<file path="src/rtl/regfile_dump_reader_pkg.sv">
// regfile_dump_pkg: shared constants, FSM states and FIFO entry type for the regfile dump reader
package regfile_dump_pkg;
  localparam int NREGS = 32;
  localparam int AW = 5;
  localparam int DW = 32;
  localparam int FIFO_DEPTH = 4;
  localparam int PTRW = AW + 1;
  localparam int CW = $clog2(FIFO_DEPTH) + 1;
  typedef enum logic [1:0] {IDLE, READ, DRAIN, FIN} state_t;
  typedef struct packed {
    logic [AW-1:0] addr;
    logic [DW-1:0] data;
    logic last;
  } dump_entry_t;
endpackage

</file>
<file path="src/rtl/regfile_dump_reader_if.sv">
// regfile_dump_reader_if: valid/ready output stream of dump beats
interface regfile_dump_reader_if;
  import regfile_dump_pkg::*;
  logic out_valid;
  logic out_ready;
  logic [AW-1:0] out_addr;
  logic [DW-1:0] out_data;
  logic out_last;
  modport master(output out_valid, out_addr, out_data, out_last, input out_ready);
  modport slave(input out_valid, out_addr, out_data, out_last, output out_ready);
endinterface

</file>
<file path="src/rtl/regfile_dump_reader_fifo.sv">
// dump_fifo: dual-push single-pop buffer of dump entries with registered count and free-slot output
module dump_fifo
  import regfile_dump_pkg::*;
(
  input  logic clk,
  input  logic reset_n,
  input  logic push1,
  input  logic push2,
  input  logic pop,
  input  dump_entry_t in1,
  input  dump_entry_t in2,
  output dump_entry_t head,
  output logic empty,
  output logic [CW-1:0] free
);
  localparam int PW = $clog2(FIFO_DEPTH);
  dump_entry_t mem [FIFO_DEPTH];
  logic [PW-1:0] wrPtr, rdPtr, wrPtr1;
  logic [CW-1:0] count;
  logic doPop;
  assign doPop = pop && count != '0;
  assign wrPtr1 = wrPtr + 1'b1;
  assign empty = count == '0;
  assign free = CW'(FIFO_DEPTH) - count;
  assign head = mem[rdPtr];
  // entry storage; a second push lands in the slot after the first
  always_ff @(posedge clk) begin
    if (push1) mem[wrPtr] <= in1;
    if (push2) mem[wrPtr1] <= in2;
  end
  // pointers and occupancy
  always_ff @(posedge clk or negedge reset_n) begin
    if (!reset_n) begin
      wrPtr <= '0;
      rdPtr <= '0;
      count <= '0;
    end else begin
      wrPtr <= wrPtr + PW'(push1) + PW'(push2);
      rdPtr <= rdPtr + PW'(doPop);
      count <= count + CW'(push1) + CW'(push2) - CW'(doPop);
    end
  end
endmodule

</file>
<file path="src/rtl/regfile_dump_reader.sv">
// regfile_dump_reader: walks a register range two reads per cycle and streams {addr,data,last} beats
module regfile_dump_reader
  import regfile_dump_pkg::*;
(
  input  logic clk,
  input  logic reset_n,
  input  logic start,
  input  logic [AW-1:0] first_addr,
  input  logic [AW-1:0] last_addr,
  output logic [AW-1:0] ra1,
  output logic [AW-1:0] ra2,
  input  logic [DW-1:0] rd1,
  input  logic [DW-1:0] rd2,
  regfile_dump_reader_if.master dumpOut,
  output logic busy,
  output logic done,
  output logic zero_err
);
  state_t state, stateNext;
  logic [PTRW-1:0] ptr, endReg, ptrPlus1, ptrNext;
  logic need2, canPush, zeroHit, fifoEmpty, startOk;
  logic [CW-1:0] free;
  dump_entry_t ent1, ent2, head;
  assign startOk = start && first_addr <= last_addr;
  assign busy = state != IDLE;
  assign done = state == FIN;
  // read addressing, push decision and entry formation; ptr is one bit wider so ptr+1 never wraps
  always_comb begin
    ptrPlus1 = ptr + 1'b1;
    need2 = ptrPlus1 <= endReg;
    canPush = state == READ && free >= (need2 ? CW'(2) : CW'(1));
    ptrNext = ptr + (need2 ? PTRW'(2) : PTRW'(1));
    ra1 = state == READ ? ptr[AW-1:0] : '0;
    ra2 = state == READ ? ptrPlus1[AW-1:0] : '0;
    ent1 = '{addr: ptr[AW-1:0], data: rd1, last: ptr == endReg};
    ent2 = '{addr: ptrPlus1[AW-1:0], data: rd2, last: ptrPlus1 == endReg};
    zeroHit = canPush && ptr == '0 && rd1 != '0;
  end
  // next-state logic
  always_comb begin
    stateNext = state;
    unique case (state)
      IDLE: if (start) stateNext = startOk ? READ : FIN;
      READ: if (canPush && ptrNext > endReg) stateNext = DRAIN;
      DRAIN: if (fifoEmpty) stateNext = FIN;
      FIN: stateNext = IDLE;
      default: stateNext = IDLE;
    endcase
  end
  // state register
  always_ff @(posedge clk or negedge reset_n) begin
    if (!reset_n) state <= IDLE;
    else state <= stateNext;
  end
  // range pointer, end register and sticky register-0 check
  always_ff @(posedge clk or negedge reset_n) begin
    if (!reset_n) begin
      ptr <= '0;
      endReg <= '0;
      zero_err <= 1'b0;
    end else if (state == IDLE && startOk) begin
      ptr <= {1'b0, first_addr};
      endReg <= {1'b0, last_addr};
      zero_err <= 1'b0;
    end else if (canPush) begin
      ptr <= ptrNext;
      if (zeroHit) zero_err <= 1'b1;
    end
  end
  dump_fifo fifo (
    .clk(clk),
    .reset_n(reset_n),
    .push1(canPush),
    .push2(canPush && need2),
    .pop(dumpOut.out_valid && dumpOut.out_ready),
    .in1(ent1),
    .in2(ent2),
    .head(head),
    .empty(fifoEmpty),
    .free(free)
  );
  assign dumpOut.out_valid = !fifoEmpty;
  assign dumpOut.out_addr = head.addr;
  assign dumpOut.out_data = head.data;
  assign dumpOut.out_last = head.last;
endmodule
</file>
<file path="src/flat_wrapper.sv">
// flat-port wrapper written by rule: the top's interface ports become plain ports
module regfile_dump_reader_flat import regfile_dump_pkg::*;
  (clk, reset_n, start, first_addr, last_addr, ra1, ra2, rd1, rd2, busy, done, zero_err, dumpOut_out_valid, dumpOut_out_addr, dumpOut_out_data, dumpOut_out_last, dumpOut_out_ready);
  regfile_dump_reader_if dumpOut_i ();
  input  logic clk;
  input  logic reset_n;
  input  logic start;
  input  logic [AW-1:0] first_addr;
  input  logic [AW-1:0] last_addr;
  output logic [AW-1:0] ra1;
  output logic [AW-1:0] ra2;
  input  logic [DW-1:0] rd1;
  input  logic [DW-1:0] rd2;
  output logic busy;
  output logic done;
  output logic zero_err;
  output wire logic [$bits(dumpOut_i.out_valid)-1:0] dumpOut_out_valid;
  output wire logic [$bits(dumpOut_i.out_addr)-1:0] dumpOut_out_addr;
  output wire logic [$bits(dumpOut_i.out_data)-1:0] dumpOut_out_data;
  output wire logic [$bits(dumpOut_i.out_last)-1:0] dumpOut_out_last;
  input wire logic [$bits(dumpOut_i.out_ready)-1:0] dumpOut_out_ready;
  assign dumpOut_out_valid = dumpOut_i.out_valid;
  assign dumpOut_out_addr = dumpOut_i.out_addr;
  assign dumpOut_out_data = dumpOut_i.out_data;
  assign dumpOut_out_last = dumpOut_i.out_last;
  assign dumpOut_i.out_ready = dumpOut_out_ready;
  regfile_dump_reader u_core (.clk(clk), .reset_n(reset_n), .start(start), .first_addr(first_addr), .last_addr(last_addr), .ra1(ra1), .ra2(ra2), .rd1(rd1), .rd2(rd2), .dumpOut(dumpOut_i), .busy(busy), .done(done), .zero_err(zero_err));
endmodule
</file>
<file path="config.mk">
export PLATFORM = sky130hd
export DESIGN_NAME = regfile_dump_reader_flat
export DESIGN_NICKNAME = d
export VERILOG_FILES = /design/src/rtl/regfile_dump_reader_pkg.sv /design/src/rtl/regfile_dump_reader_if.sv /design/src/rtl/regfile_dump_reader_fifo.sv /design/src/rtl/regfile_dump_reader.sv /design/src/flat_wrapper.sv
export SDC_FILE = /design/constraint.sdc
export NUM_CORES = 1
export LEC_CHECK = 0
export ABC_CLOCK_PERIOD_IN_PS = 6800
export CORE_ASPECT_RATIO = 0.8
export CORE_MARGIN = 2
export CORE_UTILIZATION = 42
export DETAILED_ROUTE_END_ITERATION = 8
export SLEW_MARGIN = 0
export SYNTH_ARGS = -nofsm -noshare
export SYNTH_HDL_FRONTEND = slang
export SYNTH_HIERARCHICAL = 1
export SYNTH_SLANG_ARGS = --single-unit
</file>
<file path="constraint.sdc">
create_clock -name clk -period 6.8 [get_ports clk]
set_input_delay 1.36 -clock clk [delete_from_list [all_inputs] [get_ports clk]]
set_output_delay 1.36 -clock clk [all_outputs]
set_load 0.02 [all_outputs]
</file>
=== Yosys cells after proc, flatten, opt, wreduce, memory -nomap -nowiden ===
Memories as Yosys holds them, arrays and structs flattened.
Cells that the tools add are included.

* Bits in registers: 21
* RAM bits: 152
* Input port bits: 78
* Output and inout port bits: 52
* Word-level logic and storage cells: 68
* Memories: 1

{| class="wikitable"
|+ Memories
! name !! depth !! width !! read ports !! clocked after Yosys merged registers in !! write ports !! RTL line !! text
|-
| u_core.fifo.mem || 4 || 38 || 1 || 0 || 2 || regfile_dump_reader_fifo.sv:17 || <nowiki>dump_entry_t mem [FIFO_DEPTH];</nowiki>
|}

* Add/subtract/negate cells: 10
* $lt $le $gt $ge: 4
* Equal/unequal tests: 8
* Mux-type cells: 18
* Reduce and logical (&&, ||, !) cells: 20

{| class="wikitable"
|+ Operators with widths
! operator !! number
|-
| $reduce_bool A32 Y1 || 1
|-
| $eq A6 B5 Y1 || 2
|-
| $mux W2 || 6
|-
| $mux W6 || 2
|-
| $mux W5 || 2
|-
| $logic_and A1 B1 Y1 || 9
|-
| $pmux W2 S4 || 1
|-
| $mux W1 || 7
|-
| $add A2 B1 Y2 || 3
|-
| $add A3 B1 Y3 || 2
|-
| $add A6 B1 Y6 const B || 1
|-
| $add A6 B6 Y6 || 1
|-
| $gt A6 B5 Y1 || 1
|-
| $le A6 B5 Y1 || 1
|-
| $logic_not A6 Y1 || 1
|-
| $reduce_bool A2 Y1 || 3
|-
| $le A5 B5 Y1 || 1
|-
| $eq A2 B2 Y1 const B || 2
|-
| $ne A2 B2 Y1 const B || 2
|-
| $ge A3 B3 Y1 || 1
|-
| $logic_not A3 Y1 || 1
|-
| $reduce_and A3 Y1 || 1
|-
| $reduce_bool A3 Y1 || 1
|-
| $sub A3 B1 Y3 || 1
|-
| other kinds (7) || 7
|}

=== Longest topological paths before layout ===
* Word-level depth: 10
* Depth in mapped cells: 20
* Depth with buffers taken out: 20

=== Hierarchy ===
The synthesis kept the hierarchy.

{| class="wikitable"
|+ Modules (own cells, without submodules)
! module !! instances !! cells each !! area each (µm²) !! seq. area each (µm²)
|-
| dump_fifo || 1 || 405 || 7801.2 || 4739.5
|-
| regfile_dump_reader || 1 || 176 || 1571.5 || 350.3
|}

=== Least setup slack after synthesis ===
Ideal clock, no wire load.

* Path kind: reg2reg
* Start point: register u_core.ptr[0]
* End point: memory u_core/fifo/mem[0][0] (netlist bit) (enable)
* Setup time: 0.486 ns
* Arrival time: 5.519 ns
* Data required time: 6.314 ns
* Setup slack: 0.795 ns
* Stages on the path, launching flop included: 15
* Buffers on the path: 0
* Clock period less this slack: 6.005 ns
* Path through: dfrtp_1 ha_1 nand3_1 xnor2_1 ha_1 nand3_1 a21oi_1 a211oi_1 o21ai_1 ha_1 nand2b_1 a211o_1 and2_1 nand2b_1 o21ai_0

{| class="wikitable"
|+ RTL lines
! element !! RTL line !! text
|-
| from (decl) || regfile_dump_reader.sv:20 || <nowiki>logic [PTRW-1:0] ptr, endReg, ptrPlus1, ptrNext;</nowiki>
|-
| from (signal assigned) || regfile_dump_reader.sv:62 || <nowiki>ptr <= {1'b0, first_addr};</nowiki>
|-
| from (signal assigned) || regfile_dump_reader.sv:66 || <nowiki>ptr <= ptrNext;</nowiki>
|-
| to (decl) || regfile_dump_reader_fifo.sv:17 ||
|}

==> reports/results.ini <==
[run_status]
status=finished, final reports clean

[timing]
finalMaxSlewViolations=0
rsz0062_at_grt=false
setup_viol=0
finalCritPeriodShare=0.8303
final_hold_viol_count=0
slew-limit-headroom=0.1961
fin_setup_tns_ns=0
clock_skew_ns=0.01468
post-route-min-period_ns=5.646
worst_pin_slew_ns=1.201
max_freq_mhz=177.1

[critical_path]
crit_required_ns=7.14
reg2reg_depth=18
cp_max_fo=15
critPathKind=reg -> reg
cp.arrival_ns=5.99
worst_r2r_endpoint=u_core/fifo/count[2]
end_kind=flop
crit_path_start_kind=flop
r2r_start=u_core/ptr[2]
rrSetupSlack_ns=1.15
worstSetupStartpoint=u_core/ptr[2]

[global_routing]
grt_pass1_vias=5891
antenna_found_initial=1
grt_util_met1=0.2782
grt-ovfl-total=0
grt_max_degree=40
grt.total_usage=0.1952
grt_pass1_wl_um=33890
use_met3=0.03419
busiest_layer=met2
met2_usage=0.3089

[synth]
synth_edf_count=152
synth_area_leader_cell=edfxtp_1
async_flop_share=0.1214
synth.distinct_cells=43
synth_ff_type=edfxtp_1
synthTopCellsByArea=edfxtp_1, mux2_2, mux4_2, dfrtp_1, ha_1
syn_area_um2=9373
ys_top_cells_by_count=edfxtp_1, mux2_2, mux4_2
yosysSeqAreaShare=0.5431
synth_top_area_share=0.4870
ys_ff_latch=173
ys_warn_count=6
syn-num-nets=693
synth_most_common_cell=edfxtp_1
syn_area_per_cell_um2=16.13
synth_cells=581

[hold_path]
hp-class=reg -> reg
min_to=u_core/zero_err
worstHoldStart=u_core/zero_err
holdPathStages=2

[power_and_ir_drop]
peakVddDrop_v=0.0002975
p_comb_frac=0.502
power_uw=5609
p_leak_uw=0.004078
power_density_nw_per_um2=489.2
switchingPower_uw=2137
p_clk_frac=0.162
p_seq_frac=0.336
switching_share=0.3810
internal_power_uw=3472

[route]
drc=0
post_drt_wl_per_cell_um=21.62
vias=5491
drtAntennaViolNets=0
wirelength_um=22060
routed_via_density=5.383
drt-pass1-iter-count=5
drt_iter0_markers=432

[die]
core_area_um2=21740
row_count=48
ios=130
die_height_um=137.6
die_w_um=171.0
die_area_um2=23530
initial_core_util=0.4311

[finish]
nFillCells=1818
areaGrowthSynthToFinish_pct=22.33
drive_gt1_frac=0.2990
finalNetCount=818
layoutNonFillerInstCount=1020
final_util=0.5274

[place]
dp.cells=987
dp_hpwl_um=13840
port_buffers=129
gp_congestion=0.8583

[clock_tree]
htreeDepth=4
clock_path_buffers=2
ctsHoldBuffers=0
root_buffer=clkbuf_16
clk_pin_slew_ns=0.07
cts_tree=built
cts_buffers=17
post_cts_buffers=0
numClockSinks=173
postCtsResizedCells=0
clkLatencyLatePin_ns=0.42

[run]
max_cap_violations=0

[power groups by stage]
stage	Clock [µW]	Combinational (µW)	Sequential, µW
finish	911	2820	1880
global route	975	3060	1920
CTS	929	2850	1890
detailed placement	0	2830	1910
global placement	0	2810	1890
floorplan	0	1960	1790
[layer usage]
| layer | vias to the layer above | part of all wire |
|---|---|---|
| li1 | 2515 | - |
| met5 | - | 0 |
| met1 | 2807 | 0.48 |
| met3 | 16 | 0.050 |
| met4 | 0 | 0.010 |
| met2 | 153 | 0.46 |
[flip-flops by register name, indices dropped and copies added (netlist names)]
register	count
u_core/fifo/count	3
u_core/fifo/rdPtr	2
u_core/state	2
u_core/fifo/wrPtr	2
u_core/zero_err	1
u_core/ptr	6
u_core/fifo/mem	152
u_core/endReg	5
[critical path, stage by stage (launching register included)]
cell and delay (ns):
dfrtp_1 0.72, nand3_1 0.17, xnor2_1 0.43, ha_1 0.34, a21o_1 0.19, a211oi_1 0.24, o21ai_1 0.22, ha_1 0.34
nand2b_1 0.09, a211o_1 0.24, and2_1 0.43, nor2b_1 0.62, inv_1 0.10, ha_1 0.30, inv_1 0.04, fa_1 0.37
fa_1 0.38, xnor2_1 0.19, xnor2_1 0.14
[cell usage in the layout, fill, tap and decap left out, types with 7 or more instances in the layout]
cell type / Yosys / routed
nand3_1: 7 / 7
ha_1: 30 / 30
mux2i_1: 10 / 10
clkbuf_16: 0 / 17
clkdlybuf4s50_1: 0 / 129
mux2_4: 9 / 9
dfrtp_1: 21 / 19
edfxtp_1: 152 / 152
and2_1: 9 / 9
buf_4: 9 / 9
mux4_2: 38 / 38
mux2_1: 30 / 30
nor2_1: 11 / 10
xnor2_1: 14 / 14
nor4_1: 10 / 10
inv_1: 30 / 30
mux2_2: 118 / 118
[worst max-delay path by stage]
| stage | endpoint | slack [ns] | cells after the start |
|---|---|---|---|
| finish | u_core/fifo/count[2] | 1.15 | 18 |
| global route | u_core/fifo/count[2] | 0.65 | 18 |
| CTS | u_core/fifo/count[2] | 1.17 | 18 |
| detailed placement | u_core/fifo/count[2] | 1.25 | 18 |
| global placement | u_core/fifo/count[2] | 1.44 | 18 |
| floorplan | u_core/fifo/mem[0][0] | 0.80 | 14 |
[stage by stage]
step / hold WS (ns) / setup slack (ns) / area [µm²]
3_5_place_dp: 0.5232 / 1.251 / 10920
5_1_grt: 0.5648 / 0.6539 / 11460
3_3_place_gp: 0.5062 / 1.444 / 10920
2_1_floorplan: 0.4943 / 0.7950 / 9373
6_report: 0.5283 / 1.154 / 11470
4_1_cts: 0.5330 / 1.170 / 11460
[logic make-up after synthesis]
kind of cell / count (synthesis) / synth area share
mux: 205 / 0.2942
flops: 173 / 0.5431
simple gates: 65 / 0.04312
buf+inv: 62 / 0.03698
fa+ha+maj: 34 / 0.04859
compound gates: 22 / 0.01535
xor+xnor: 20 / 0.01869
[layout make-up]
cell class	count	area [µm²]	share of cell area
clock inverter	11	83.83	0.007311
antenna	1	2.502	0.0002182
inverter	30	112.6	0.009821
timing repair buffer	138	1359	0.1185
clock buffer	21	460.4	0.04016
multi-input combinational	346	3980	0.3471
sequential	173	5092	0.4441
tap	300	375.4	0.03274
(Power assumes the default switching activity.)
